## src/rtl/seg7_pkg.sv

```systemverilog
`default_nettype none
// ============================================================================
// Module      : seg7_pkg
// Description : Shared seven-segment constants (patterns, codes, anode enables)
//               used by the display driver and the scan decoder.
// Revision    : 1.0 - initial release
// ============================================================================
package seg7_pkg;

    // Active-low segment patterns, bit6 = a ... bit0 = g
    localparam logic [6:0] SEG7_PAT_0     = 7'b0000001;
    localparam logic [6:0] SEG7_PAT_1     = 7'b1001111;
    localparam logic [6:0] SEG7_PAT_2     = 7'b0010010;
    localparam logic [6:0] SEG7_PAT_3     = 7'b0000110;
    localparam logic [6:0] SEG7_PAT_4     = 7'b1001100;
    localparam logic [6:0] SEG7_PAT_5     = 7'b0100100;
    localparam logic [6:0] SEG7_PAT_6     = 7'b0100000;
    localparam logic [6:0] SEG7_PAT_7     = 7'b0001111;
    localparam logic [6:0] SEG7_PAT_8     = 7'b0000000;
    localparam logic [6:0] SEG7_PAT_9     = 7'b0000100;
    localparam logic [6:0] SEG7_PAT_BLANK = 7'b1111111;

    localparam logic [9:0][6:0] SEG7_DIGIT_PATS = {
        SEG7_PAT_9, SEG7_PAT_8, SEG7_PAT_7, SEG7_PAT_6, SEG7_PAT_5,
        SEG7_PAT_4, SEG7_PAT_3, SEG7_PAT_2, SEG7_PAT_1, SEG7_PAT_0
    };

    localparam logic [3:0] SEG7_BLANK = 4'hA;
    localparam logic [3:0] SEG7_BAD   = 4'hF;

    localparam logic [3:0] SEG7_AN_D0  = 4'b1110;
    localparam logic [3:0] SEG7_AN_D1  = 4'b1101;
    localparam logic [3:0] SEG7_AN_D2  = 4'b1011;
    localparam logic [3:0] SEG7_AN_D3  = 4'b0111;
    localparam logic [3:0] SEG7_AN_OFF = 4'b1111;

    typedef enum logic [1:0] {
        SEG7_AN_KIND_IDLE    = 2'd0,
        SEG7_AN_KIND_DIGIT   = 2'd1,
        SEG7_AN_KIND_INVALID = 2'd2
    } seg7_anode_kind_e;

    // Blank and unrecognised digits contribute zero to the binary value
    function automatic logic [3:0] seg7_code_to_bin(input logic [3:0] code);
        return (code <= 4'd9) ? code : 4'd0;
    endfunction

endpackage
`default_nettype wire

```

## src/rtl/seg7_scan_decoder_if.sv

```systemverilog
`default_nettype none
// ============================================================================
// Module      : seg7_scan_decoder_if
// Description : Display bus (anode/segment lines) plus decoded results and
//               status of the scan decoder.
// Revision    : 1.0 - initial release
// ============================================================================
interface seg7_scan_decoder_if;
    logic [3:0]  Anode_Activate;
    logic [6:0]  LED_out;
    logic        err_clr;
    logic [15:0] digits;
    logic        frame_valid;
    logic [3:0]  seg_err;
    logic        anode_err;
    logic        stalled;
    logic [6:0]  minutes;
    logic [6:0]  seconds;

    modport master (
        output Anode_Activate, LED_out, err_clr,
        input  digits, frame_valid, seg_err, anode_err, stalled, minutes, seconds
    );

    modport slave (
        input  Anode_Activate, LED_out, err_clr,
        output digits, frame_valid, seg_err, anode_err, stalled, minutes, seconds
    );
endinterface
`default_nettype wire

```

## src/rtl/seg7_pattern_decode.sv

```systemverilog
`default_nettype none
// ============================================================================
// Module      : seg7_pattern_decode
// Description : Combinational active-low 7-segment pattern to BCD code decoder;
//               blank maps to SEG7_BLANK, anything unknown to SEG7_BAD.
// Revision    : 1.0 - initial release
// ============================================================================
module seg7_pattern_decode
    import seg7_pkg::*;
(
    input  logic [6:0] i_pattern,
    output logic [3:0] o_code,
    output logic       o_bad
);

    always_comb begin
        o_code = SEG7_BAD;
        o_bad  = 1'b1;
        if (i_pattern == SEG7_PAT_BLANK) begin
            o_code = SEG7_BLANK;
            o_bad  = 1'b0;
        end
        for (int i = 0; i < 10; i++) begin
            if (i_pattern == SEG7_DIGIT_PATS[i]) begin
                o_code = 4'(i);
                o_bad  = 1'b0;
            end
        end
    end

endmodule
`default_nettype wire

```

## src/rtl/seg7_scan_decoder.sv

```systemverilog
`default_nettype none
// ============================================================================
// Module      : seg7_scan_decoder
// Description : Rebuilds four BCD digits from a multiplexed active-low
//               seven-segment bus, flags bad patterns/anodes and scan stalls.
//               Macro SEG7_DECODE_BIN_EN enables the minutes/seconds outputs.
// Revision    : 1.0 - initial release
// ============================================================================
module seg7_scan_decoder
    import seg7_pkg::*;
#(
    parameter int SETTLE_CYCLES  = 2,
    parameter int TIMEOUT_CYCLES = 1024
)
(
    input  logic                clk_fast,
    input  logic                rst_n,
    seg7_scan_decoder_if.slave  bus
);

    localparam int c_SW = (SETTLE_CYCLES < 1) ? 1 : $clog2(SETTLE_CYCLES + 1);
    localparam int c_TW = $clog2(TIMEOUT_CYCLES + 1);
    localparam logic [c_SW-1:0] c_SETTLE_LAST = c_SW'(SETTLE_CYCLES - 1);
    localparam logic [c_SW-1:0] c_SETTLE_SAT  = c_SW'(SETTLE_CYCLES);
    localparam logic [c_TW-1:0] c_TIMEOUT     = c_TW'(TIMEOUT_CYCLES);

    logic [3:0]       r_anode_s, r_anode_p;
    logic [6:0]       r_seg_s, r_seg_p;
    logic [c_SW-1:0]  r_stable_cnt;
    logic [c_TW-1:0]  r_stall_cnt;
    logic [3:0][3:0]  r_pending;
    logic [3:0]       r_cap_mask;
    logic [15:0]      r_digits;
    logic             r_frame_valid;
    logic [3:0]       r_seg_err;
    logic             r_anode_err;
    logic             r_stalled;

    logic [c_SW-1:0]  w_stable_next;
    logic [c_TW-1:0]  w_stall_next;
    logic             w_changed;
    logic             w_an_changed;
    seg7_anode_kind_e w_kind;
    logic [1:0]       w_idx;
    logic [3:0]       w_code;
    logic             w_bad;
    logic             w_capture;
    logic [3:0]       w_cap_bit;
    logic             w_frame_done;

    seg7_pattern_decode u_decode (
        .i_pattern (r_seg_s),
        .o_code    (w_code),
        .o_bad     (w_bad)
    );

    assign w_changed    = {r_anode_s, r_seg_s} != {r_anode_p, r_seg_p};
    assign w_an_changed = r_anode_s != r_anode_p;

    // Saturating at SETTLE_CYCLES makes "next == SETTLE_CYCLES-1" true exactly once per window
    always_comb begin
        w_stable_next = r_stable_cnt;
        if (w_changed) begin
            w_stable_next = '0;
        end else if (r_stable_cnt != c_SETTLE_SAT) begin
            w_stable_next = r_stable_cnt + 1'b1;
        end
    end

    always_comb begin
        w_stall_next = r_stall_cnt;
        if (w_an_changed) begin
            w_stall_next = '0;
        end else if (r_stall_cnt != c_TIMEOUT) begin
            w_stall_next = r_stall_cnt + 1'b1;
        end
    end

    always_comb begin
        w_kind = SEG7_AN_KIND_INVALID;
        w_idx  = 2'd0;
        case (r_anode_s)
            SEG7_AN_D0:  begin w_kind = SEG7_AN_KIND_DIGIT; w_idx = 2'd0; end
            SEG7_AN_D1:  begin w_kind = SEG7_AN_KIND_DIGIT; w_idx = 2'd1; end
            SEG7_AN_D2:  begin w_kind = SEG7_AN_KIND_DIGIT; w_idx = 2'd2; end
            SEG7_AN_D3:  begin w_kind = SEG7_AN_KIND_DIGIT; w_idx = 2'd3; end
            SEG7_AN_OFF: w_kind = SEG7_AN_KIND_IDLE;
            default:     w_kind = SEG7_AN_KIND_INVALID;
        endcase
    end

    assign w_capture    = (w_stable_next == c_SETTLE_LAST) && (w_kind == SEG7_AN_KIND_DIGIT);
    assign w_cap_bit    = w_capture ? (4'b0001 << w_idx) : 4'b0000;
    assign w_frame_done = (r_cap_mask == 4'hF);

    always_ff @(posedge clk_fast or negedge rst_n) begin
        if (!rst_n) begin
            r_anode_s     <= SEG7_AN_OFF;
            r_seg_s       <= SEG7_PAT_BLANK;
            r_anode_p     <= SEG7_AN_OFF;
            r_seg_p       <= SEG7_PAT_BLANK;
            r_stable_cnt  <= '0;
            r_stall_cnt   <= '0;
            r_pending     <= '0;
            r_cap_mask    <= 4'h0;
            r_digits      <= 16'h0000;
            r_frame_valid <= 1'b0;
            r_seg_err     <= 4'h0;
            r_anode_err   <= 1'b0;
            r_stalled     <= 1'b0;
        end else begin
            r_anode_s    <= bus.Anode_Activate;
            r_seg_s      <= bus.LED_out;
            r_anode_p    <= r_anode_s;
            r_seg_p      <= r_seg_s;
            r_stable_cnt <= w_stable_next;
            r_stall_cnt  <= w_stall_next;
            r_stalled    <= (w_stall_next == c_TIMEOUT);

            for (int i = 0; i < 4; i++) begin
                if (w_cap_bit[i]) begin
                    r_pending[i] <= w_code;
                end
            end

            // A capture on the completing edge already belongs to the next frame
            r_cap_mask    <= (w_frame_done ? 4'h0 : r_cap_mask) | w_cap_bit;
            r_frame_valid <= w_frame_done;
            if (w_frame_done) begin
                r_digits <= {r_pending[3], r_pending[2], r_pending[1], r_pending[0]};
            end

            // Set terms are OR-ed after the clear so a coincident error survives err_clr
            r_seg_err   <= (bus.err_clr ? 4'h0 : r_seg_err) | (w_bad ? w_cap_bit : 4'h0);
            r_anode_err <= (bus.err_clr ? 1'b0 : r_anode_err) | (w_kind == SEG7_AN_KIND_INVALID);
        end
    end

`ifdef SEG7_DECODE_BIN_EN
    logic [6:0] r_minutes, r_seconds;
    logic [6:0] w_min_next, w_sec_next;
    logic       w_frame_has_bad;

    always_comb begin
        w_frame_has_bad = 1'b0;
        for (int i = 0; i < 4; i++) begin
            if (r_pending[i] == SEG7_BAD) begin
                w_frame_has_bad = 1'b1;
            end
        end
    end

    assign w_min_next = 7'(seg7_code_to_bin(r_pending[3])) * 7'd10 + 7'(seg7_code_to_bin(r_pending[2]));
    assign w_sec_next = 7'(seg7_code_to_bin(r_pending[1])) * 7'd10 + 7'(seg7_code_to_bin(r_pending[0]));

    always_ff @(posedge clk_fast or negedge rst_n) begin
        if (!rst_n) begin
            r_minutes <= 7'd0;
            r_seconds <= 7'd0;
        end else if (w_frame_done && !w_frame_has_bad) begin
            r_minutes <= w_min_next;
            r_seconds <= w_sec_next;
        end
    end

    assign bus.minutes = r_minutes;
    assign bus.seconds = r_seconds;
`else
    assign bus.minutes = 7'd0;
    assign bus.seconds = 7'd0;
`endif

    assign bus.digits      = r_digits;
    assign bus.frame_valid = r_frame_valid;
    assign bus.seg_err     = r_seg_err;
    assign bus.anode_err   = r_anode_err;
    assign bus.stalled     = r_stalled;

endmodule
`default_nettype wire

```

## src/flat_wrapper.sv

```systemverilog
// flat-port wrapper written by rule: the top's interface ports become plain ports
module seg7_scan_decoder_flat import seg7_pkg::*;
#(
    parameter int SETTLE_CYCLES  = 2,
    parameter int TIMEOUT_CYCLES = 1024
)
  (clk_fast, rst_n, bus_Anode_Activate, bus_LED_out, bus_err_clr, bus_digits, bus_frame_valid, bus_seg_err, bus_anode_err, bus_stalled, bus_minutes, bus_seconds);
  seg7_scan_decoder_if bus_i ();
  input  logic clk_fast;
  input  logic rst_n;
  input wire logic [$bits(bus_i.Anode_Activate)-1:0] bus_Anode_Activate;
  input wire logic [$bits(bus_i.LED_out)-1:0] bus_LED_out;
  input wire logic [$bits(bus_i.err_clr)-1:0] bus_err_clr;
  output wire logic [$bits(bus_i.digits)-1:0] bus_digits;
  output wire logic [$bits(bus_i.frame_valid)-1:0] bus_frame_valid;
  output wire logic [$bits(bus_i.seg_err)-1:0] bus_seg_err;
  output wire logic [$bits(bus_i.anode_err)-1:0] bus_anode_err;
  output wire logic [$bits(bus_i.stalled)-1:0] bus_stalled;
  output wire logic [$bits(bus_i.minutes)-1:0] bus_minutes;
  output wire logic [$bits(bus_i.seconds)-1:0] bus_seconds;
  assign bus_i.Anode_Activate = bus_Anode_Activate;
  assign bus_i.LED_out = bus_LED_out;
  assign bus_i.err_clr = bus_err_clr;
  assign bus_digits = bus_i.digits;
  assign bus_frame_valid = bus_i.frame_valid;
  assign bus_seg_err = bus_i.seg_err;
  assign bus_anode_err = bus_i.anode_err;
  assign bus_stalled = bus_i.stalled;
  assign bus_minutes = bus_i.minutes;
  assign bus_seconds = bus_i.seconds;
  seg7_scan_decoder #(.SETTLE_CYCLES(SETTLE_CYCLES), .TIMEOUT_CYCLES(TIMEOUT_CYCLES)) u_core (.clk_fast(clk_fast), .rst_n(rst_n), .bus(bus_i));
endmodule
```

## config.mk

```make
export PLATFORM = sky130hd
export DESIGN_NAME = seg7_scan_decoder_flat
export DESIGN_NICKNAME = d
export VERILOG_FILES = /design/src/rtl/seg7_pkg.sv /design/src/rtl/seg7_scan_decoder_if.sv /design/src/rtl/seg7_pattern_decode.sv /design/src/rtl/seg7_scan_decoder.sv /design/src/flat_wrapper.sv
export SDC_FILE = /design/constraint.sdc
export NUM_CORES = 1
export LEC_CHECK = 0
export ABC_AREA = 0
export CORE_ASPECT_RATIO = 1.2
export CORE_MARGIN = 2
export CORE_UTILIZATION = 45
export CTS_BUF_LIST = sky130_fd_sc_hd__clkbuf_2 sky130_fd_sc_hd__clkbuf_4 sky130_fd_sc_hd__clkbuf_8
export CTS_CLUSTER_DIAMETER = 80
export DETAILED_ROUTE_END_ITERATION = 8
export GPL_ROUTABILITY_DRIVEN = 0
export HOLD_SLACK_MARGIN = 0.15
export MAX_ROUTING_LAYER = met4
export PLACE_DENSITY = 0.75
export SETUP_SLACK_MARGIN = 0.15
export SLEW_MARGIN = 20
export SYNTH_ARGS = -nofsm -noshare
export SYNTH_HDL_FRONTEND = slang
export SYNTH_SLANG_ARGS = --single-unit
```

## constraint.sdc

```tcl
create_clock -name clk_fast -period 4.27 [get_ports clk_fast]
set_input_delay 0.854 -clock clk_fast [delete_from_list [all_inputs] [get_ports clk_fast]]
set_output_delay 0.854 -clock clk_fast [all_outputs]
set_load 0.03 [all_outputs]
```

# Word-level counts from Yosys, hierarchy flattened
# Index checks and enable logic that the tools add are counted.
totals:
  reg_bits: 78
  latchBits: 0
  mem_bits_rw: 0
  romBits: 0
  input_bits: 14
  out_inout_bits: 37
  elab_cells: 82
  n_memories: 0
classes:
  n_addsub: 2
  mul: 0
  n_div: 0
  magnitude_cmp: 0
  eq_ne: 24
  shift: 1
  muxes: 33
  bitwise: 3
  n_reduce_logical: 3
op_table:
  columns: ["cell", "count"]
  rows:
  - ["4-bit 2-to-1 mux", 14]
  - ["11-bit 2-to-1 mux", 2]
  - ["7-bit equality test, second input constant", 3]
  - ["4-bit equality test, second input constant", 5]
  - ["7-bit by 3-bit equality test with 1-bit output, second input constant", 2]
  - ["7-bit by 6-bit equality test with 1-bit output, second input constant", 2]
  - ["1-bit 2-to-1 mux", 12]
  - ["11-bit by 1-bit adder with 11-bit output, second input constant", 1]
  - ["11-bit equality test, second input constant", 1]
  - ["11-bit != test", 1]
  - ["11-bit != test, second input constant", 1]
  - ["4-bit OR", 2]
  - ["7-bit by 1-bit equality test with 1-bit output, second input constant", 1]
  - ["7-bit by 4-bit equality test with 1-bit output, second input constant", 1]
  - ["7-bit by 5-bit equality test with 1-bit output, second input constant", 1]
  - ["7-bit logical NOT", 1]
  - ["2-bit case mux with 3 select lines", 1]
  - ["2-bit by 1-bit equality test with 1-bit output, second input constant", 2]
  - ["4-bit by 3-bit equality test with 1-bit output, second input constant", 1]
  - ["2-bit 2-to-1 mux", 2]
  - ["4-bit != test", 1]
  - ["2-bit case mux with 2 select lines", 1]
  - ["4-bit OR reduction", 1]
  - ["1-bit by 2-bit left shift with 4-bit output, first input constant", 1]
  - ["other kinds (6)", 6]

# Logic depth before layout (Yosys ltp)
# Gate-level depths: netlist of run 1.
depth:
  depth_word: 14
  mapped_depth: 7
  mapped_depth_nobuf: 7

# By module
# Synthesis of run 1 repeated with hierarchy kept, for this count alone.
hier_totals:
  cells_unflattened: 315
  area_unflattened_um2: 3477.1
modules_own_cells:
  columns: ["mod", "n_inst", "cells_each", "area_per_inst_um2", "seq_area_each_um2"]
  rows:
  - ["seg7_scan_decoder", 1, 269, 3171.8, 1979.4]
  - ["seg7_pattern_decode", 1, 46, 305.3, 0.0]

# Worst setup path after synthesis of run 1
# No wires, ideal clock.
synth_path:
  path_kind: "flip-flop to flip-flop"
  start: "register u_core.r_seg_s[4]"
  end: "register u_core.r_pending[0] in the netlist's numbering"
  setup_time_ns: 0.125
  arrival_time_ns: 1.832
  required_time_ns: 4.145
  setup_slack_ns: 2.313
  stages_incl_launch_ff: 8
  path_buffers: 2
  synth_period_minus_slack_ns: 1.957
  cell_sequence: "dfstp_2 -> clkbuf_2 -> xnor2_1 -> nand4_1 -> nor4_4 -> and4_1 -> buf_2 -> mux2_2"
synth_between:
  elab_chain_cells: 12
  word_cells_on_any_way: 27
  classes_between: "12 x eq/ne; 13 x mux; 2 x reduce/logical"
synth_rtl:
  columns: ["element", "line_no", "rtl"]
  rows:
  - ["from (decl)", "seg7_scan_decoder.sv:28", "logic [6:0] r_seg_s, r_seg_p;"]
  - ["from (signal assigned)", "seg7_scan_decoder.sv:113", "r_seg_s <= bus.LED_out;"]
  - ["7-bit equality test", "seg7_pattern_decode.sv:19", "if (i_pattern == SEG7_PAT_BLANK) begin"]
  - ["3-bit 2-to-1 mux", "seg7_pattern_decode.sv:19", null]
  - ["4-bit 2-to-1 mux (10 in series)", "seg7_pattern_decode.sv:24", "if (i_pattern == SEG7_DIGIT_PATS[i]) begin"]
  - ["to (signal, indexed assignment)", "seg7_scan_decoder.sv:122", "r_pending[i] <= w_code;"]
  - ["to (decl)", "seg7_scan_decoder.sv:31", "logic [3:0][3:0] r_pending;"]
# Parallel ways exist; a longest one is shown, timed or not.
# A chain may end at the register's enable or synchronous reset.

# Worst setup path after layout of run 1
layout_path:
  start: "register u_core.r_seg_err[2], in the netlist u_core.bus.seg_err[2]"
  end: "output bus_seg_err[2]"
layout_lines:
  columns: ["element", "line_no", "rtl"]
  rows:
  - ["from (decl)", "seg7_scan_decoder.sv:35", "logic [3:0] r_seg_err;"]
  - ["from (signal assigned)", "seg7_scan_decoder.sv:134", "r_seg_err <= (bus.err_clr ? 4'h0 : r_seg_err) | (w_bad ? w_cap_bit : 4'h0);"]
  - ["to (decl)", "flat_wrapper.sv:16", "output wire logic [$bits(bus_i.seg_err)-1:0] bus_seg_err;"]
# No word-level cell between the ends.

==> impl_metrics.env, run 1 <==
export IMPL_vdd_drop_max_v=0.000225
export IMPL_async_flop_share=1.00
export IMPL_firstDrtPassIters=4
export IMPL_cp_required_ns=3.42
export IMPL_synth_distinct_cells=54
export IMPL_cap_violations=0
export IMPL_gr_total_overflow=0
export IMPL_arrival_ns=1.42
export IMPL_insertion_delay_ns=0.35
export IMPL_fin_crit_ns=2.27
export IMPL_p_clk_frac=0.435
export IMPL_cts_clk_slew_worst_paths_ns=0.07
export IMPL_initial_core_util=0.461
export IMPL_path_max_fanout=2
export IMPL_syn_inst=318
export IMPL_wirelength_um=6380
export IMPL_cts_resized_gates=0
export IMPL_seqPwrFrac=0.511
export IMPL_area_growth_pct=16.5
export IMPL_cts_root_buf="clkbuf_8"
export IMPL_postRouteAntennaNets=0
export IMPL_synth_enable_flop_cells=0
export IMPL_crit_type="reg2out"
export IMPL_wl_per_cell_um=14.3
export IMPL_start_kind="flop"
export IMPL_postCtsSetupRepairBufs=0
export IMPL_switchingPower_w=0.000331
export IMPL_die_area_sq_um=8530
export IMPL_grt_pass1_vias=2318
export IMPL_yosysWarningCount=0
export IMPL_port_buffers=36
export IMPL_clockBufferDepth=2
export IMPL_slowest_delay_ns=0.69
export IMPL_ys_flop_type="dfrtp_1"
export IMPL_power_internal_w=0.00119
export IMPL_drc=0
export IMPL_stdcell_count=445
export IMPL_hp_class="reg2reg"
export IMPL_core_area_sq_um=7620
export IMPL_static_leakage_power_nw=1.86
export IMPL_grt_max_degree=79
export IMPL_fmax_ghz=0.440
export IMPL_hold_violations=0
export IMPL_crit_path_end_kind="output pin"
export IMPL_antenna_found_initial=0
export IMPL_numCtsBuffers=9
export IMPL_powerDensity_nw_per_um2=373
export IMPL_cp_top_family="buffers and inverters"
export IMPL_rsz0062_at_grt="false"
export IMPL_die_w_um=84.6
export IMPL_numClockSinks=78
export IMPL_dp_cells=429
export IMPL_place_hpwl_um=4440
export IMPL_boundaryPins=51
export IMPL_crit_chain="clkdlybuf4s50_1"
export IMPL_n_antenna_cell=0
export IMPL_grtUsageTotal=0.171
export IMPL_worst_pin_slew_ns=0.926
export IMPL_finClkSkew_ns=0.0136
export IMPL_relSlewSlack=0.383
export IMPL_drt_iter0_markers=129
export IMPL_setup_tns_ns=0
export IMPL_power_frac_comb=0.054
export IMPL_r2r_setup_slack_ns=2.15
export IMPL_rows=35
export IMPL_cts_max_level=3
export IMPL_drive_above_1_share=0.173
export IMPL_fill_cells=697
export IMPL_ys_seq_elements=78
export IMPL_hold_buffers=0
export IMPL_cts_tree="done"
export IMPL_grt_pass1_wl_um=11100
export IMPL_worst_path_buf_inv=1
export IMPL_synth_avg_cell_area_sq_um=11.0
export IMPL_swShare=0.218
export IMPL_setup_violations=0
export IMPL_final_nets=365
export IMPL_post_drt_via_cell_ratio=5.33
export IMPL_seq_area_frac_synth=0.564
export IMPL_dieHeight_um=101
export IMPL_finalMaxSlewViolations=0
export IMPL_fin_crit_sh=0.532
export IMPL_slowest_stage="clkdlybuf4s50_1"
export IMPL_routed_via_count=2370
export IMPL_syn_area_sq_um=3510
export IMPL_outcome="completed"
## cell families after synthesis
kind of cell | count (synthesis) | synth area share
AOI/OAI and AO/OA | 30 | 0.0645
xor gates and xnor gates | 18 | 0.0449
adders and majority gates | 4 | 0.0135
buffers and inverters | 39 | 0.0638
DFF | 78 | 0.564
muxes | 18 | 0.0570
other | 1 | 0.00107
and+or+nand+nor | 130 | 0.191
## final timing paths
kind / start / to / depth (start not counted)
setup reg to reg: u_core.r_seg_s[1]$_DFF_PN1_ / u_core.r_pending[3]$_DFFE_PN0P_ / 5
min in group asynchronous: rst_n / u_core.bus.frame_valid$_DFF_PN0_ / 1
hold reg to reg: u_core.r_anode_s[1]$_DFF_PN1_ / u_core.r_anode_p[1]$_DFF_PN1_ / 0
hold / removal: u_core.r_anode_s[1]$_DFF_PN1_ / u_core.r_anode_p[1]$_DFF_PN1_ / 0
max in group asynchronous: rst_n / u_core.bus.anode_err$_DFF_PN0_ / 1
setup / recovery: u_core.bus.seg_err[2]$_DFF_PN0_ / bus_seg_err[2] / 1
## worst reg2reg max path, cell delays in order (launching register included)
cell and delay (ns):
dfstp_2 0.64, xnor2_1 0.14, nand4_1 0.16, nor4_4 0.25, and4_1 0.45, mux2_2 0.38
## cells in the final DEF (no fill, tap or decap), types with 2 or more instances in the layout
master	count
dfstp_2	22
and4_1	4
o2bb2ai_1	2
clkbuf_4	2
xnor2_1	11
a22o_1	2
dfrtp_1	56
nand3b_1	3
nand4_1	13
clkdlybuf4s50_1	35
nand2b_1	2
conb_1	14
nor3b_1	2
mux2_2	16
o21ai_0	4
nor2_1	14
mux2i_1	2
xor2_1	7
inv_1	8
clkbuf_8	9
and3_1	4
and2_1	3
bufinv_16	3
nor3_1	5
a32o_1	2
nand2_1	61
nand3_1	8
ha_1	3
clkinv_4	2
nor3_2	2
o221ai_1	2
a21oi_1	7
a21o_1	2
## layout make-up
| type | instances | area [sq um] | share of cell area |
|---|---|---|---|
| tap | 92 | 115 | 0.0282 |
| timing repair buffer | 36 | 358 | 0.0875 |
| clock buffer | 11 | 139 | 0.0340 |
| multi-input combinational | 214 | 1360 | 0.332 |
| clock inverter | 5 | 108 | 0.0263 |
| inverter | 9 | 33.8 | 0.00826 |
| sequential | 78 | 1980 | 0.484 |
## power groups by stage
stage | Clock [W] | Sequential [W] | Combinational, W
floorplan | 0 | 0.000782 | 0.0000676
global placement | 0 | 0.000790 | 0.0000833
detailed placement | 0 | 0.000791 | 0.0000840
CTS | 0.000680 | 0.000778 | 0.0000843
global route | 0.000717 | 0.000781 | 0.0000919
finish | 0.000663 | 0.000778 | 0.0000828
## flip-flops by register name, summed over array words and instances, names as in the netlist, 2 cells and up
signal / flops
u_core.r_seg_s: 7
u_core.bus.seg_err: 4
u_core.r_anode_p: 4
u_core.bus.digits: 16
u_core.r_cap_mask: 4
u_core.r_anode_s: 4
u_core.r_pending: 16
u_core.r_stall_cnt: 11
u_core.r_stable_cnt: 2
u_core.r_seg_p: 7
## per-stage QoR
step                cell area, sq um  hold slack, ns  worst slack, ns  total power [W]  utilization
floorplan                       3560           0.352             2.31         0.000850            -
global placement                3840           0.392             2.17         0.000874        0.504
detailed placement              3840           0.396             2.15         0.000875        0.504
CTS                             4090           0.402             1.99          0.00154        0.537
global route                    4090           0.408             1.85          0.00159        0.537
finish                          4090           0.399             2.00          0.00152        0.537
## synth_stat cells (3+ instances only)
cell,count,share of area
dfrtp_1,56,0.40
nand4_1,13,0.023
nand3b_1,3,0.0064
and4_1,4,0.010
o21ai_0,4,0.0057
buf_2,7,0.010
nor2_1,14,0.015
a21oi_1,7,0.010
clkbuf_1,4,0.0043
and2_1,3,0.0053
dfstp_2,22,0.16
buf_4,16,0.034
nand3_1,8,0.011
inv_1,8,0.0086
ha_1,3,0.011
xnor2_1,11,0.027
mux2_2,16,0.051
xor2_1,7,0.017
and3_1,4,0.0071
nor3_1,5,0.0071
nand2_1,61,0.065
## per-layer routing
| metal | share of wire | vias up | global-route usage | routed length (um) |
|---|---|---|---|---|
| met5 | 0 | - | - | 0 |
| met4 | 0.016 | 0 | 0.0696 | 102 |
| met3 | 0.057 | 12 | 0.0549 | 362 |
| met2 | 0.50 | 74 | 0.268 | 3200 |
| met1 | 0.43 | 1157 | 0.207 | 2720 |
| li1 | - | 1127 | - | - |
(Power assumes the default switching activity.)
==> run 2: changes to the inputs <==
PLACE_DENSITY = 0.78   (was 0.75)
clock period = 2.05 ns   (was 4.27 ns; I/O delays follow)
==> impl_metrics.env, run 2 (synthesis results as in run 1) <==
export IMPL_cp_required_ns=2.28
export IMPL_final_cell_area_sq_um=4470
export IMPL_wl_per_cell_um=15.6
export IMPL_cap_violations=0
export IMPL_rsz0062_at_grt="true"
export IMPL_n_antenna_cell=0
export IMPL_arrival_ns=2.20
export IMPL_slowest_stage="dfstp_2"
export IMPL_vdd_drop_max_v=0.000511
export IMPL_dieHeight_um=101
export IMPL_cts_tree="done"
export IMPL_cts_max_level=3
export IMPL_path_max_fanout=6
export IMPL_boundaryPins=51
export IMPL_start_kind="flop"
export IMPL_setup_violations=0
export IMPL_drc=0
export IMPL_die_w_um=84.6
export IMPL_place_hpwl_um=4880
export IMPL_drive_above_1_share=0.280
export IMPL_grt_pass1_wl_um=12500
export IMPL_clockBufferDepth=2
export IMPL_powerDensity_nw_per_um2=706
export IMPL_post_drt_via_cell_ratio=5.42
export IMPL_crit_chain="buf_6, nor3_4, a31oi_1, a311oi_2, and2b_2, mux2_2"
export IMPL_final_common_cell="nand2_1"
export IMPL_stdcell_count=478
export IMPL_antenna_found_initial=0
export IMPL_worst_pin_slew_ns=0.543
export IMPL_cts_clk_slew_worst_paths_ns=0.08
export IMPL_initial_core_util=0.461
export IMPL_cts_root_buf="clkbuf_8"
export IMPL_power_total_w=0.00315
export IMPL_crit_path_end_kind="flop"
export IMPL_numCtsBuffers=9
export IMPL_grtUsageTotal=0.192
export IMPL_hp_class="reg2reg"
export IMPL_finalMaxSlewViolations=0
export IMPL_wirelength_um=7450
export IMPL_dp_cells=448
export IMPL_finClkSkew_ns=0.00745
export IMPL_slowest_delay_ns=0.41
export IMPL_postRouteAntennaNets=0
export IMPL_dpl_cell_area_sq_um=4040
export IMPL_hold_violations=0
export IMPL_routed_via_count=2589
export IMPL_numClockSinks=78
export IMPL_mostFrequentLayoutCells="nand2_1, dfrtp_1, clkdlybuf4s50_1"
export IMPL_reg2reg_depth=6
export IMPL_relSlewSlack=0.638
export IMPL_gr_total_overflow=0
export IMPL_static_leakage_power_nw=2.07
export IMPL_insertion_delay_ns=0.35
export IMPL_final_nets=398
export IMPL_port_buffers=36
export IMPL_setup_tns_ns=0
export IMPL_min_path_cells=0
export IMPL_drt_iter0_markers=233
export IMPL_core_area_sq_um=7620
export IMPL_layout_setup_ws_ns=0.0808
export IMPL_fin_crit_ns=1.97
export IMPL_fin_crit_sh=0.961
export IMPL_grt_pass1_vias=2611
export IMPL_firstDrtPassIters=5
export IMPL_place_ws_ns=0.0146
export IMPL_die_area_sq_um=8530
export IMPL_rows=35
export IMPL_grt_max_degree=43
export IMPL_crit_type="reg2reg"
export IMPL_fmax_ghz=0.508
export IMPL_outcome="completed"
export IMPL_area_growth_pct=27.3
run 2: metrics by stage:
step,utilization,hold WS (ns)
after floorplan,-,0.114
after global placement,0.531,0.370
after detailed placement,0.531,0.375
after CTS,0.579,0.386
after global routing,0.586,0.391
final,0.586,0.386
run 2: what timing repair did:
item | 4_1_cts | 5_1_grt
pin swaps | 8 | 3
endpoints found under the hold margin | 31 | 0
endpoints found under the setup margin | 21 | 22
hold buffers | 1 | 0
gates resized for setup | 17 | 7
buffers inserted | 10 | 3
run 2: power breakdown:
| group | internal [W] | total (W) | switching [W] |
|---|---|---|---|
| clock network | 0.000762 | 0.00130 | 0.000537 |
| registers | 0.00158 | 0.00161 | 0.0000268 |
| logic | 0.0000995 | 0.000246 | 0.000147 |
run 2: layer usage:
| metal | part of all wire | vias to the layer above | global-route usage |
|---|---|---|---|
| met2 | 0.51 | 96 | 0.317 |
| met4 | 0.017 | 0 | 0.0818 |
| met5 | 0 | - | - |
| met1 | 0.42 | 1290 | 0.231 |
| li1 | - | 1185 | - |
| met3 | 0.048 | 18 | 0.0377 |
run 2: path summary, 6_finish.rpt:
path	startpoint	endpoint	slack, ns
worst max-delay path	u_core.r_seg_s[6]$_DFF_PN1_	u_core.r_pending[11]$_DFFE_PN0P_	0.08
worst min register to register	u_core.r_seg_s[1]$_DFF_PN1_	u_core.r_seg_p[1]$_DFF_PN1_	0.39
max in group asynchronous	rst_n	u_core.r_anode_p[0]$_DFF_PN1_	0.80
worst max register to register	u_core.r_seg_s[6]$_DFF_PN1_	u_core.r_pending[11]$_DFFE_PN0P_	0.08
min in group asynchronous	rst_n	u_core.r_stall_cnt[3]$_DFF_PN0_	0.59
worst min-delay path	u_core.r_seg_s[1]$_DFF_PN1_	u_core.r_seg_p[1]$_DFF_PN1_	0.39
run 2: critical path, delay by kind of cell (launching register included):
family          cells  cell delay [ns]
mux                 1             0.27
flops               1             0.41
simple gates        2             0.54
buf+inv             1             0.14
compound gates      2             0.49
run 2: layout make-up:
cell class | count | area, sq um
multi-input cells | 214 | 1470
well taps | 92 | 115
clock inverters | 4 | 70.1
flip-flops and latches | 78 | 1980
repair buffers | 69 | 638
fillers | 630 | 3150
clock buffers | 12 | 159
inverters | 9 | 33.8
